$ cat config.mk
export PLATFORM = sky130hd
export DESIGN_NAME = coffee_brew_ctrl_flat
export DESIGN_NICKNAME = d
export VERILOG_FILES = /design/src/rtl/coffee_brew_ctrl_if.sv /design/src/rtl/coffee_brew_ctrl.sv /design/src/flat_wrapper.sv
export SDC_FILE = /design/constraint.sdc
export NUM_CORES = 1
export LEC_CHECK = 0
export ABC_CLOCK_PERIOD_IN_PS = 4400
export CORE_MARGIN = 8
export CORE_UTILIZATION = 40
export CTS_BUF_LIST = sky130_fd_sc_hd__clkbuf_8
export DETAILED_ROUTE_END_ITERATION = 12
export GPL_TIMING_DRIVEN = 0
export PLACE_DENSITY = 0.74
export SLEW_MARGIN = 40
export SYNTH_ARGS = -nofsm -noshare
export SYNTH_HDL_FRONTEND = slang
export SYNTH_SLANG_ARGS = --single-unit
$ cat constraint.sdc
create_clock -name CLK -period 4.4 [get_ports CLK]
set_input_delay 0.44 -clock CLK [delete_from_list [all_inputs] [get_ports CLK]]
set_output_delay 0.44 -clock CLK [all_outputs]
set_load 0.005 [all_outputs]
$ cat src/rtl/coffee_brew_ctrl_if.sv
// rtl/coffee_brew_ctrl_if.sv - front-panel/sensor/actuator bundle for coffee_brew_ctrl
//
// Purpose: groups every non-clock/reset signal of the brew controller.
// Ports (signals):
//   panel/sensor -> ctrl : SR, SP, SN (levels OK), A (cup present), VL (request),
//                          SEL (recipe), SUG (sugar), CLR (fault clear)
//   ctrl -> drivers/panel: READY, AQ (heater), P (water), PP (powder), SG (sugar),
//                          M (mixer), DONE, FAULT, ERR (fault code), STATE (debug),
//                          CUPS (served-cup counter)
// Modports: master = panel/sensor side, slave = controller side.

interface coffee_brew_ctrl_if #(
  parameter int SEL_W = 2,
  parameter int CUP_W = 8
);
  logic             SR;
  logic             SP;
  logic             SN;
  logic             A;
  logic             VL;
  logic [SEL_W-1:0] SEL;
  logic             SUG;
  logic             CLR;
  logic             READY;
  logic             AQ;
  logic             P;
  logic             PP;
  logic             SG;
  logic             M;
  logic             DONE;
  logic             FAULT;
  logic [2:0]       ERR;
  logic [3:0]       STATE;
  logic [CUP_W-1:0] CUPS;

  modport master (
    output SR, SP, SN, A, VL, SEL, SUG, CLR,
    input  READY, AQ, P, PP, SG, M, DONE, FAULT, ERR, STATE, CUPS
  );

  modport slave (
    input  SR, SP, SN, A, VL, SEL, SUG, CLR,
    output READY, AQ, P, PP, SG, M, DONE, FAULT, ERR, STATE, CUPS
  );
endinterface

$ cat src/rtl/coffee_brew_ctrl.sv
// rtl/coffee_brew_ctrl.sv - parametrised beverage-brewing controller FSM
//
// Purpose: sequences CHECK -> HEAT -> POUR -> POWDER -> [SUGAR] -> MIX -> DONE for
// one accepted request, aborting to FAULT with a code on cup removal or a sensor drop.
// Ports:
//   CLK   - clock, rising edge
//   RST_N - synchronous active-low reset
//   bus   - coffee_brew_ctrl_if.slave (sensors/requests in, actuators/status out)
// All outputs are Moore decodes of registered state.

module coffee_brew_ctrl #(
  parameter int N_DRINKS = 4,
  parameter int SEL_W    = 2,
  parameter int CNT_W    = 8,
  parameter int T_HEAT   = 20,
  parameter int T_POUR   = 10,
  parameter int T_POWDER = 4,
  parameter int T_SUGAR  = 3,
  parameter int T_MIX    = 5,
  parameter int CUP_W    = 8
) (
  input logic               CLK,
  input logic               RST_N,
  coffee_brew_ctrl_if.slave bus
);

  typedef enum logic [3:0] {
    S_IDLE   = 4'd0,
    S_CHECK  = 4'd1,
    S_HEAT   = 4'd2,
    S_POUR   = 4'd3,
    S_POWDER = 4'd4,
    S_SUGAR  = 4'd5,
    S_MIX    = 4'd6,
    S_DONE   = 4'd7,
    S_FAULT  = 4'd8
  } state_e;

  // Timers load duration-1 so a phase lasts exactly its duration.
  localparam logic [CNT_W-1:0] HEAT_LD  = CNT_W'(T_HEAT - 1);
  localparam logic [CNT_W-1:0] POUR_LD  = CNT_W'(T_POUR - 1);
  localparam logic [CNT_W-1:0] SUGAR_LD = CNT_W'(T_SUGAR - 1);
  localparam logic [CNT_W-1:0] MIX_LD   = CNT_W'(T_MIX - 1);

  state_e             state_q, state_d;
  logic [CNT_W-1:0]   timer_q, timer_d;
  logic [2:0]         err_q, err_d;
  logic [CUP_W-1:0]   cups_q, cups_d;
  logic [SEL_W-1:0]   sel_q, sel_d;
  logic               sug_q, sug_d;

  logic [CNT_W-1:0]   powder_ld;
  logic [31:0]        sel_ext;
  logic               timer_zero;
  logic [CNT_W-1:0]   timer_dec;
  logic               abort;
  logic [2:0]         abort_code;

  assign powder_ld  = CNT_W'(T_POWDER * (int'(sel_q) + 1) - 1);
  assign sel_ext    = 32'(bus.SEL);
  assign timer_zero = (timer_q == '0);
  assign timer_dec  = timer_q - CNT_W'(1);

  always_ff @(posedge CLK) begin
    if (!RST_N) begin
      state_q <= S_IDLE;
      timer_q <= '0;
      err_q   <= '0;
      cups_q  <= '0;
      sel_q   <= '0;
      sug_q   <= 1'b0;
    end else begin
      state_q <= state_d;
      timer_q <= timer_d;
      err_q   <= err_d;
      cups_q  <= cups_d;
      sel_q   <= sel_d;
      sug_q   <= sug_d;
    end
  end

  always_comb begin
    state_d    = state_q;
    timer_d    = timer_q;
    err_d      = err_q;
    cups_d     = cups_q;
    sel_d      = sel_q;
    sug_d      = sug_q;
    abort      = 1'b0;
    abort_code = 3'd0;

    // Cup removal outranks any sensor drop in the timed phases.
    if (state_q inside {S_HEAT, S_POUR, S_POWDER, S_SUGAR, S_MIX}) begin
      if (!bus.A) begin
        abort = 1'b1; abort_code = 3'd5;
      end else if (state_q == S_POUR && !bus.SR) begin
        abort = 1'b1; abort_code = 3'd1;
      end else if (state_q == S_POWDER && !bus.SP) begin
        abort = 1'b1; abort_code = 3'd2;
      end else if (state_q == S_SUGAR && !bus.SN) begin
        abort = 1'b1; abort_code = 3'd3;
      end
    end

    if (abort) begin
      state_d = S_FAULT;
      err_d   = abort_code;
      timer_d = '0;
    end else begin
      case (state_q)
        S_IDLE: begin
          if (bus.VL && bus.A) begin
            sel_d = bus.SEL;
            sug_d = bus.SUG;
            if (sel_ext >= 32'(N_DRINKS)) begin
              state_d = S_FAULT;
              err_d   = 3'd4;
            end else begin
              state_d = S_CHECK;
            end
          end
        end
        S_CHECK: begin
          if (!bus.SR) begin
            state_d = S_FAULT; err_d = 3'd1;
          end else if (!bus.SP) begin
            state_d = S_FAULT; err_d = 3'd2;
          end else if (sug_q && !bus.SN) begin
            state_d = S_FAULT; err_d = 3'd3;
          end else begin
            state_d = S_HEAT; timer_d = HEAT_LD;
          end
        end
        S_HEAT: begin
          if (timer_zero) begin
            state_d = S_POUR; timer_d = POUR_LD;
          end else timer_d = timer_dec;
        end
        S_POUR: begin
          if (timer_zero) begin
            state_d = S_POWDER; timer_d = powder_ld;
          end else timer_d = timer_dec;
        end
        S_POWDER: begin
          if (timer_zero) begin
            if (sug_q) begin
              state_d = S_SUGAR; timer_d = SUGAR_LD;
            end else begin
              state_d = S_MIX; timer_d = MIX_LD;
            end
          end else timer_d = timer_dec;
        end
        S_SUGAR: begin
          if (timer_zero) begin
            state_d = S_MIX; timer_d = MIX_LD;
          end else timer_d = timer_dec;
        end
        S_MIX: begin
          if (timer_zero) state_d = S_DONE;
          else timer_d = timer_dec;
        end
        S_DONE: begin
          if (!bus.A) state_d = S_IDLE;
        end
        S_FAULT: begin
          if (bus.CLR) begin
            state_d = S_IDLE; err_d = 3'd0;
          end
        end
        default: begin
          state_d = S_IDLE; timer_d = '0;
        end
      endcase
    end

    // Count a cup only on the transition into DONE.
    if (state_d == S_DONE && state_q != S_DONE) cups_d = cups_q + CUP_W'(1);
  end

  assign bus.READY = (state_q == S_IDLE);
  assign bus.AQ    = (state_q == S_HEAT);
  assign bus.P     = (state_q == S_POUR);
  assign bus.PP    = (state_q == S_POWDER);
  assign bus.SG    = (state_q == S_SUGAR);
  assign bus.M     = (state_q == S_MIX);
  assign bus.DONE  = (state_q == S_DONE);
  assign bus.FAULT = (state_q == S_FAULT);
  assign bus.ERR   = err_q;
  assign bus.STATE = state_q;
  assign bus.CUPS  = cups_q;

endmodule
$ cat src/flat_wrapper.sv
// flat-port wrapper written by rule: the top's interface ports become plain ports
module coffee_brew_ctrl_flat 
#(
  parameter int N_DRINKS = 4,
  parameter int SEL_W    = 2,
  parameter int CNT_W    = 8,
  parameter int T_HEAT   = 20,
  parameter int T_POUR   = 10,
  parameter int T_POWDER = 4,
  parameter int T_SUGAR  = 3,
  parameter int T_MIX    = 5,
  parameter int CUP_W    = 8
)
  (CLK, RST_N, bus_SR, bus_SP, bus_SN, bus_A, bus_VL, bus_SEL, bus_SUG, bus_CLR, bus_READY, bus_AQ, bus_P, bus_PP, bus_SG, bus_M, bus_DONE, bus_FAULT, bus_ERR, bus_STATE, bus_CUPS);
  coffee_brew_ctrl_if #(.SEL_W(SEL_W), .CUP_W(CUP_W)) bus_i ();
  input logic CLK;
  input logic RST_N;
  input wire logic [$bits(bus_i.SR)-1:0] bus_SR;
  input wire logic [$bits(bus_i.SP)-1:0] bus_SP;
  input wire logic [$bits(bus_i.SN)-1:0] bus_SN;
  input wire logic [$bits(bus_i.A)-1:0] bus_A;
  input wire logic [$bits(bus_i.VL)-1:0] bus_VL;
  input wire logic [$bits(bus_i.SEL)-1:0] bus_SEL;
  input wire logic [$bits(bus_i.SUG)-1:0] bus_SUG;
  input wire logic [$bits(bus_i.CLR)-1:0] bus_CLR;
  output wire logic [$bits(bus_i.READY)-1:0] bus_READY;
  output wire logic [$bits(bus_i.AQ)-1:0] bus_AQ;
  output wire logic [$bits(bus_i.P)-1:0] bus_P;
  output wire logic [$bits(bus_i.PP)-1:0] bus_PP;
  output wire logic [$bits(bus_i.SG)-1:0] bus_SG;
  output wire logic [$bits(bus_i.M)-1:0] bus_M;
  output wire logic [$bits(bus_i.DONE)-1:0] bus_DONE;
  output wire logic [$bits(bus_i.FAULT)-1:0] bus_FAULT;
  output wire logic [$bits(bus_i.ERR)-1:0] bus_ERR;
  output wire logic [$bits(bus_i.STATE)-1:0] bus_STATE;
  output wire logic [$bits(bus_i.CUPS)-1:0] bus_CUPS;
  assign bus_i.SR = bus_SR;
  assign bus_i.SP = bus_SP;
  assign bus_i.SN = bus_SN;
  assign bus_i.A = bus_A;
  assign bus_i.VL = bus_VL;
  assign bus_i.SEL = bus_SEL;
  assign bus_i.SUG = bus_SUG;
  assign bus_i.CLR = bus_CLR;
  assign bus_READY = bus_i.READY;
  assign bus_AQ = bus_i.AQ;
  assign bus_P = bus_i.P;
  assign bus_PP = bus_i.PP;
  assign bus_SG = bus_i.SG;
  assign bus_M = bus_i.M;
  assign bus_DONE = bus_i.DONE;
  assign bus_FAULT = bus_i.FAULT;
  assign bus_ERR = bus_i.ERR;
  assign bus_STATE = bus_i.STATE;
  assign bus_CUPS = bus_i.CUPS;
  coffee_brew_ctrl #(.N_DRINKS(N_DRINKS), .SEL_W(SEL_W), .CNT_W(CNT_W), .T_HEAT(T_HEAT), .T_POUR(T_POUR), .T_POWDER(T_POWDER), .T_SUGAR(T_SUGAR), .T_MIX(T_MIX), .CUP_W(CUP_W)) u_core (.CLK(CLK), .RST_N(RST_N), .bus(bus_i));
endmodule
==> results_tabular.tex <==
\begin{tabular}{lr}
\hline
Metric & Value \\
\hline
\multicolumn{2}{l}{\textbf{Run status}} \\
\quad Outcome & completed \\
\multicolumn{2}{l}{\textbf{Power}} \\
\quad Max rail drop VDD & 176.3 uV \\
\quad Total power & 591.2 uW \\
\quad Pwr per Cell Area & 245.1 nW/um\^{}2 \\
\quad Standby leakage power & 0.0008163 uW \\
\multicolumn{2}{l}{\textbf{Setup path}} \\
\quad Critical path type & reg -> out \\
\quad Cell type group with the largest total delay on the critical path & buffers and inverters \\
\quad Critical Path Max Stage Delay & 0.62 ns \\
\quad Worst path bufs/invs & 3 \\
\quad CP Cell Sequence & clkbuf\_1, buf\_2, nor4bb\_2, clkdlybuf4s50\_1 \\
\quad Kind of end point of the critical path & output port \\
\quad Register-to-Register Setup Slack & 1.69 ns \\
\quad Reg2Reg Capture Point & u\_core.timer\_q[6]\$\_SDFFE\_PP0P\_ \\
\quad WP data required & 3.96 ns \\
\quad Worst reg2reg path depth & 9 \\
\quad Crit path DAT & 2.52 ns \\
\quad Worst reg2reg startpoint & u\_core.timer\_q[0]\$\_SDFFE\_PP0P\_ \\
\quad Launching element type of the critical path & register \\
\quad Top fanout value on the critical path & 10 \\
\quad Critical-path cell with the highest stage delay & clkdlybuf4s50\_1 \\
\multicolumn{2}{l}{\textbf{Clock tree}} \\
\quad Later-pin clock latency in the skew report & 0.28 ns \\
\quad Sink Count & 26 \\
\quad Clk Tree Root Cell & clkbuf\_8 \\
\quad Clock tree from TritonCTS & yes \\
\quad Resized cells post-CTS & 0 \\
\quad Number of buffers inserted during clock tree synthesis & 3 \\
\quad Worst-path clk slew & 0.10 ns \\
\quad H-tree depth reported by CTS & 1 \\
\quad CTS hold repair buffers & 0 \\
\quad Post-CTS Repair Setup Buffers & 0 \\
\quad Buffer levels on the longest clock path & 2 \\
\multicolumn{2}{l}{\textbf{Routing}} \\
\quad Number of vias per cell & 6.134 \\
\quad Count of antenna-violating nets left after detailed routing & 0 \\
\quad 1st-pass router iterations & 5 \\
\quad Total number of vias & 2104 \\
\quad Number of DRC markers after the initial detailed-route iteration & 236 \\
\quad Number of DRC violations after detailed routing & 0 \\
\quad Final routed wirelength across all metal layers & 5846 microns \\
\quad Routed length per placed instance & 17.04 microns \\
\multicolumn{2}{l}{\textbf{Timing}} \\
\quad Final sum of negative setup slack & 0 ns \\
\quad Setup-violating endpoint count in the final report & 0 \\
\quad Number of max-slew violations in the final report & 0 \\
\quad Setup repair after global routing missed its margin & false \\
\quad Highest clock rate & 0.3379 GHz \\
\quad Final-report hold violation count & 0 \\
\quad Final Skew & 0.002229 ns \\
\quad Slack of the critical path & 1.441 ns \\
\quad Slew margin rel. & 53.08\% \\
\quad Final worst path period need & 2.959 ns \\
\quad Slew at the pin closest to its max-slew limit & 0.6980 ns \\
\quad Final period utilization & 67.25\% \\
\multicolumn{2}{l}{\textbf{Place}} \\
\quad Buffers added on ports & 33 \\
\quad DP Area & 2330 sq um \\
\quad Routability cong. & 0.9566 \\
\quad Worst slack at placement & 1.529 ns \\
\quad Final HPWL DP & 4347 microns \\
\multicolumn{2}{l}{\textbf{Global route}} \\
\quad Wire length of the first global-routing pass & 9556 microns \\
\quad Global-route track usage on met3 & 6.178\% \\
\quad Most utilized layer in the global route result & met2 \\
\quad Overall overflow remaining after global route & 0 \\
\quad Initial antenna violation count & 0 \\
\quad Met2 track demand over resource & 24.57\% \\
\quad Pin count of the biggest net entering global routing & 16 \\
\quad Via count of the first global-routing pass & 1997 \\
\quad Total GRT Usage & 15.95\% \\
\quad Met1 routing resource usage after global routing & 20.28\% \\
\multicolumn{2}{l}{\textbf{Final layout}} \\
\quad Fraction of layout instances using a drive strength above 1 & 7.266\% \\
\quad Post-route standard cell area excluding fillers & 2412 sq um \\
\quad ANT cells & 0 \\
\quad P\&R area growth vs syn & 25.68\% \\
\quad Register area & 520.5 sq um \\
\quad Total area of multi-input combinational cells & 1319 sq um \\
\quad Filler instances & 478 \\
\quad Nets & 306 \\
\quad Final core utilization & 51.76\% \\
\multicolumn{2}{l}{\textbf{Logic synthesis}} \\
\quad Synthesized net count & 268 \\
\quad EDFF count, synth & 0 \\
\quad Fraction of synthesized cell area taken by the top area cell type & 27.12\% \\
\quad Syn Area/Cell & 7.616 sq um \\
\quad Cell types with the largest area share after synthesis & dfxtp\_1, mux2i\_1, a21oi\_1, nand2\_1, nand2b\_1 \\
\quad Distinct cells, synth & 58 \\
\quad Portion of the post-synthesis area used by sequential elements & 27.12\% \\
\quad Async SR Flop Fraction & 0\% \\
\quad Leading register cell type out of synthesis & dfxtp\_1 \\
\quad Number of standard cells after synthesis & 252 \\
\quad Syn. warnings & 0 \\
\quad Post-synth design cell area & 1919 sq um \\
\quad Yosys reg bits & 26 \\
\quad Largest area contributor in the synthesized netlist & dfxtp\_1 \\
\multicolumn{2}{l}{\textbf{Die}} \\
\quad Area of the core & 4661 sq um \\
\quad Row cnt & 25 \\
\quad Initial cell density of the core & 41.18\% \\
\quad Die height & 85.27 microns \\
\quad Die width & 85.27 microns \\
\quad Area of the die & 7271 sq um \\
\quad Count of pins on the block boundary & 34 \\
\multicolumn{2}{l}{\textbf{Min path}} \\
\quad Worst Hold Path EP & u\_core.bus.ERR[1]\$\_SDFFE\_PN0P\_ \\
\quad WHS Path Cells & 2 \\
\quad Min-Delay Startpoint & u\_core.bus.ERR[1]\$\_SDFFE\_PN0P\_ \\
\quad Hold Path Class & reg -> reg \\
\multicolumn{2}{l}{\textbf{Run}} \\
\quad Maximum capacitance violations & 0 \\
\hline
\end{tabular}
==> where the power goes <==
part           leakage [uW]  internal [uW]  switching (uW)
clock             0.0000357            122            84.3
combinational      0.000570           58.2            78.1
sequential         0.000210            241            7.21
==> layout make-up <==
type,count,share of cell area [%]
clock inverter,1,1.245
tap,54,2.801
sequential,26,21.58
clock buffer,3,1.712
inverter,10,1.556
timing repair buffer,33,13.69
multi-input combinational,200,54.67
buffer,16,2.749
==> tightest hold or removal path, stage by stage, from the launching register on <==
cell	delay (ns)
dfxtp_1	0.32
nand3_1	0.06
a21oi_1	0.05
==> cell usage in the layout, fill, tap and decap left out, drive strengths merged, types with 4 or more instances in the layout <==
master	n
nor2b	8
nand4	4
clkbuf	14
nor3	11
or3	4
a21oi	19
nor4	8
mux2i	10
inv	9
nand2	22
nor2	13
buf	5
a31oi	6
nand2b	12
nand3	11
clkdlybuf4s50	33
ha	5
or4	4
and3	7
dfxtp	26
o21ai	9
==> metal layers <==
layer	vias up	share of wire (%)
met5	-	0
met4	0	1.3
met3	11	9.3
met2	87	46
met1	975	43
li1	1031	-
==> cells in the mapped netlist (2+ instances only) <==
library cell / instances
a211o_1: 2
nand2b_1: 12
nand3_1: 11
and4_1: 3
nand4_1: 4
clkbuf_1: 11
mux2i_1: 10
a21oi_1: 19
nor4b_1: 3
o21ai_0: 9
inv_1: 9
nor2b_1: 8
xnor2_1: 2
buf_2: 5
a211oi_1: 2
nor4_1: 8
nand2_1: 22
o22a_1: 2
a31oi_1: 6
a41o_1: 2
or3_1: 2
nor3_1: 11
and3_1: 7
dfxtp_1: 26
o31ai_1: 2
nand4b_1: 2
or4_1: 3
a221oi_1: 2
ha_1: 5
nor2_1: 13
or3_2: 2
==> per-stage QoR <==
step           std cells  hold WS (ns)
6_report             343        0.4701
5_1_grt              343        0.5034
4_1_cts              343        0.4760
3_5_place_dp         339        0.4586
3_3_place_gp         339        0.4561
2_1_floorplan        252        0.4591
==> worst max path at each step <==
stage / to / cells after the start / slack [ns] / start
CTS: bus_P / 4 / 1.24 / u_core.bus.STATE[0]$_SDFF_PN0_
finish: bus_P / 4 / 1.44 / u_core.bus.STATE[0]$_SDFF_PN0_
floorplan: u_core.bus.CUPS[0]$_SDFFE_PN0P_ / 8 / 1.97 / u_core.timer_q[0]$_SDFFE_PP0P_
global route: bus_P / 4 / 1.33 / u_core.bus.STATE[0]$_SDFF_PN0_
global placement: u_core.timer_q[6]$_SDFFE_PP0P_ / 7 / 1.53 / bus_SR
detailed placement: u_core.timer_q[6]$_SDFFE_PP0P_ / 7 / 1.53 / bus_SR
==> logic make-up (layout without fill, tap and decap cells) <==
logic type,Yosys count,in the layout,share of synthesized area [%]
multiplexers,10,10,5.215
AND/OR/NAND/NOR,119,119,35.20
buffers and inverters,26,63,5.410
XOR/XNOR,3,3,1.369
flip-flops,26,26,27.12
AO/OA/AOI/OAI,63,63,22.43
adder cells (fa/ha/maj),5,5,3.259
==> registers in the layout, summed over array words and instances, names as in the netlist <==
name,cells
u_core.bus.CUPS,8
u_core.bus.ERR,3
u_core.bus.STATE,4
u_core.sel_q,2
u_core.sug_q,1
u_core.timer_q,8
Power figures use the tool's default switching activity.
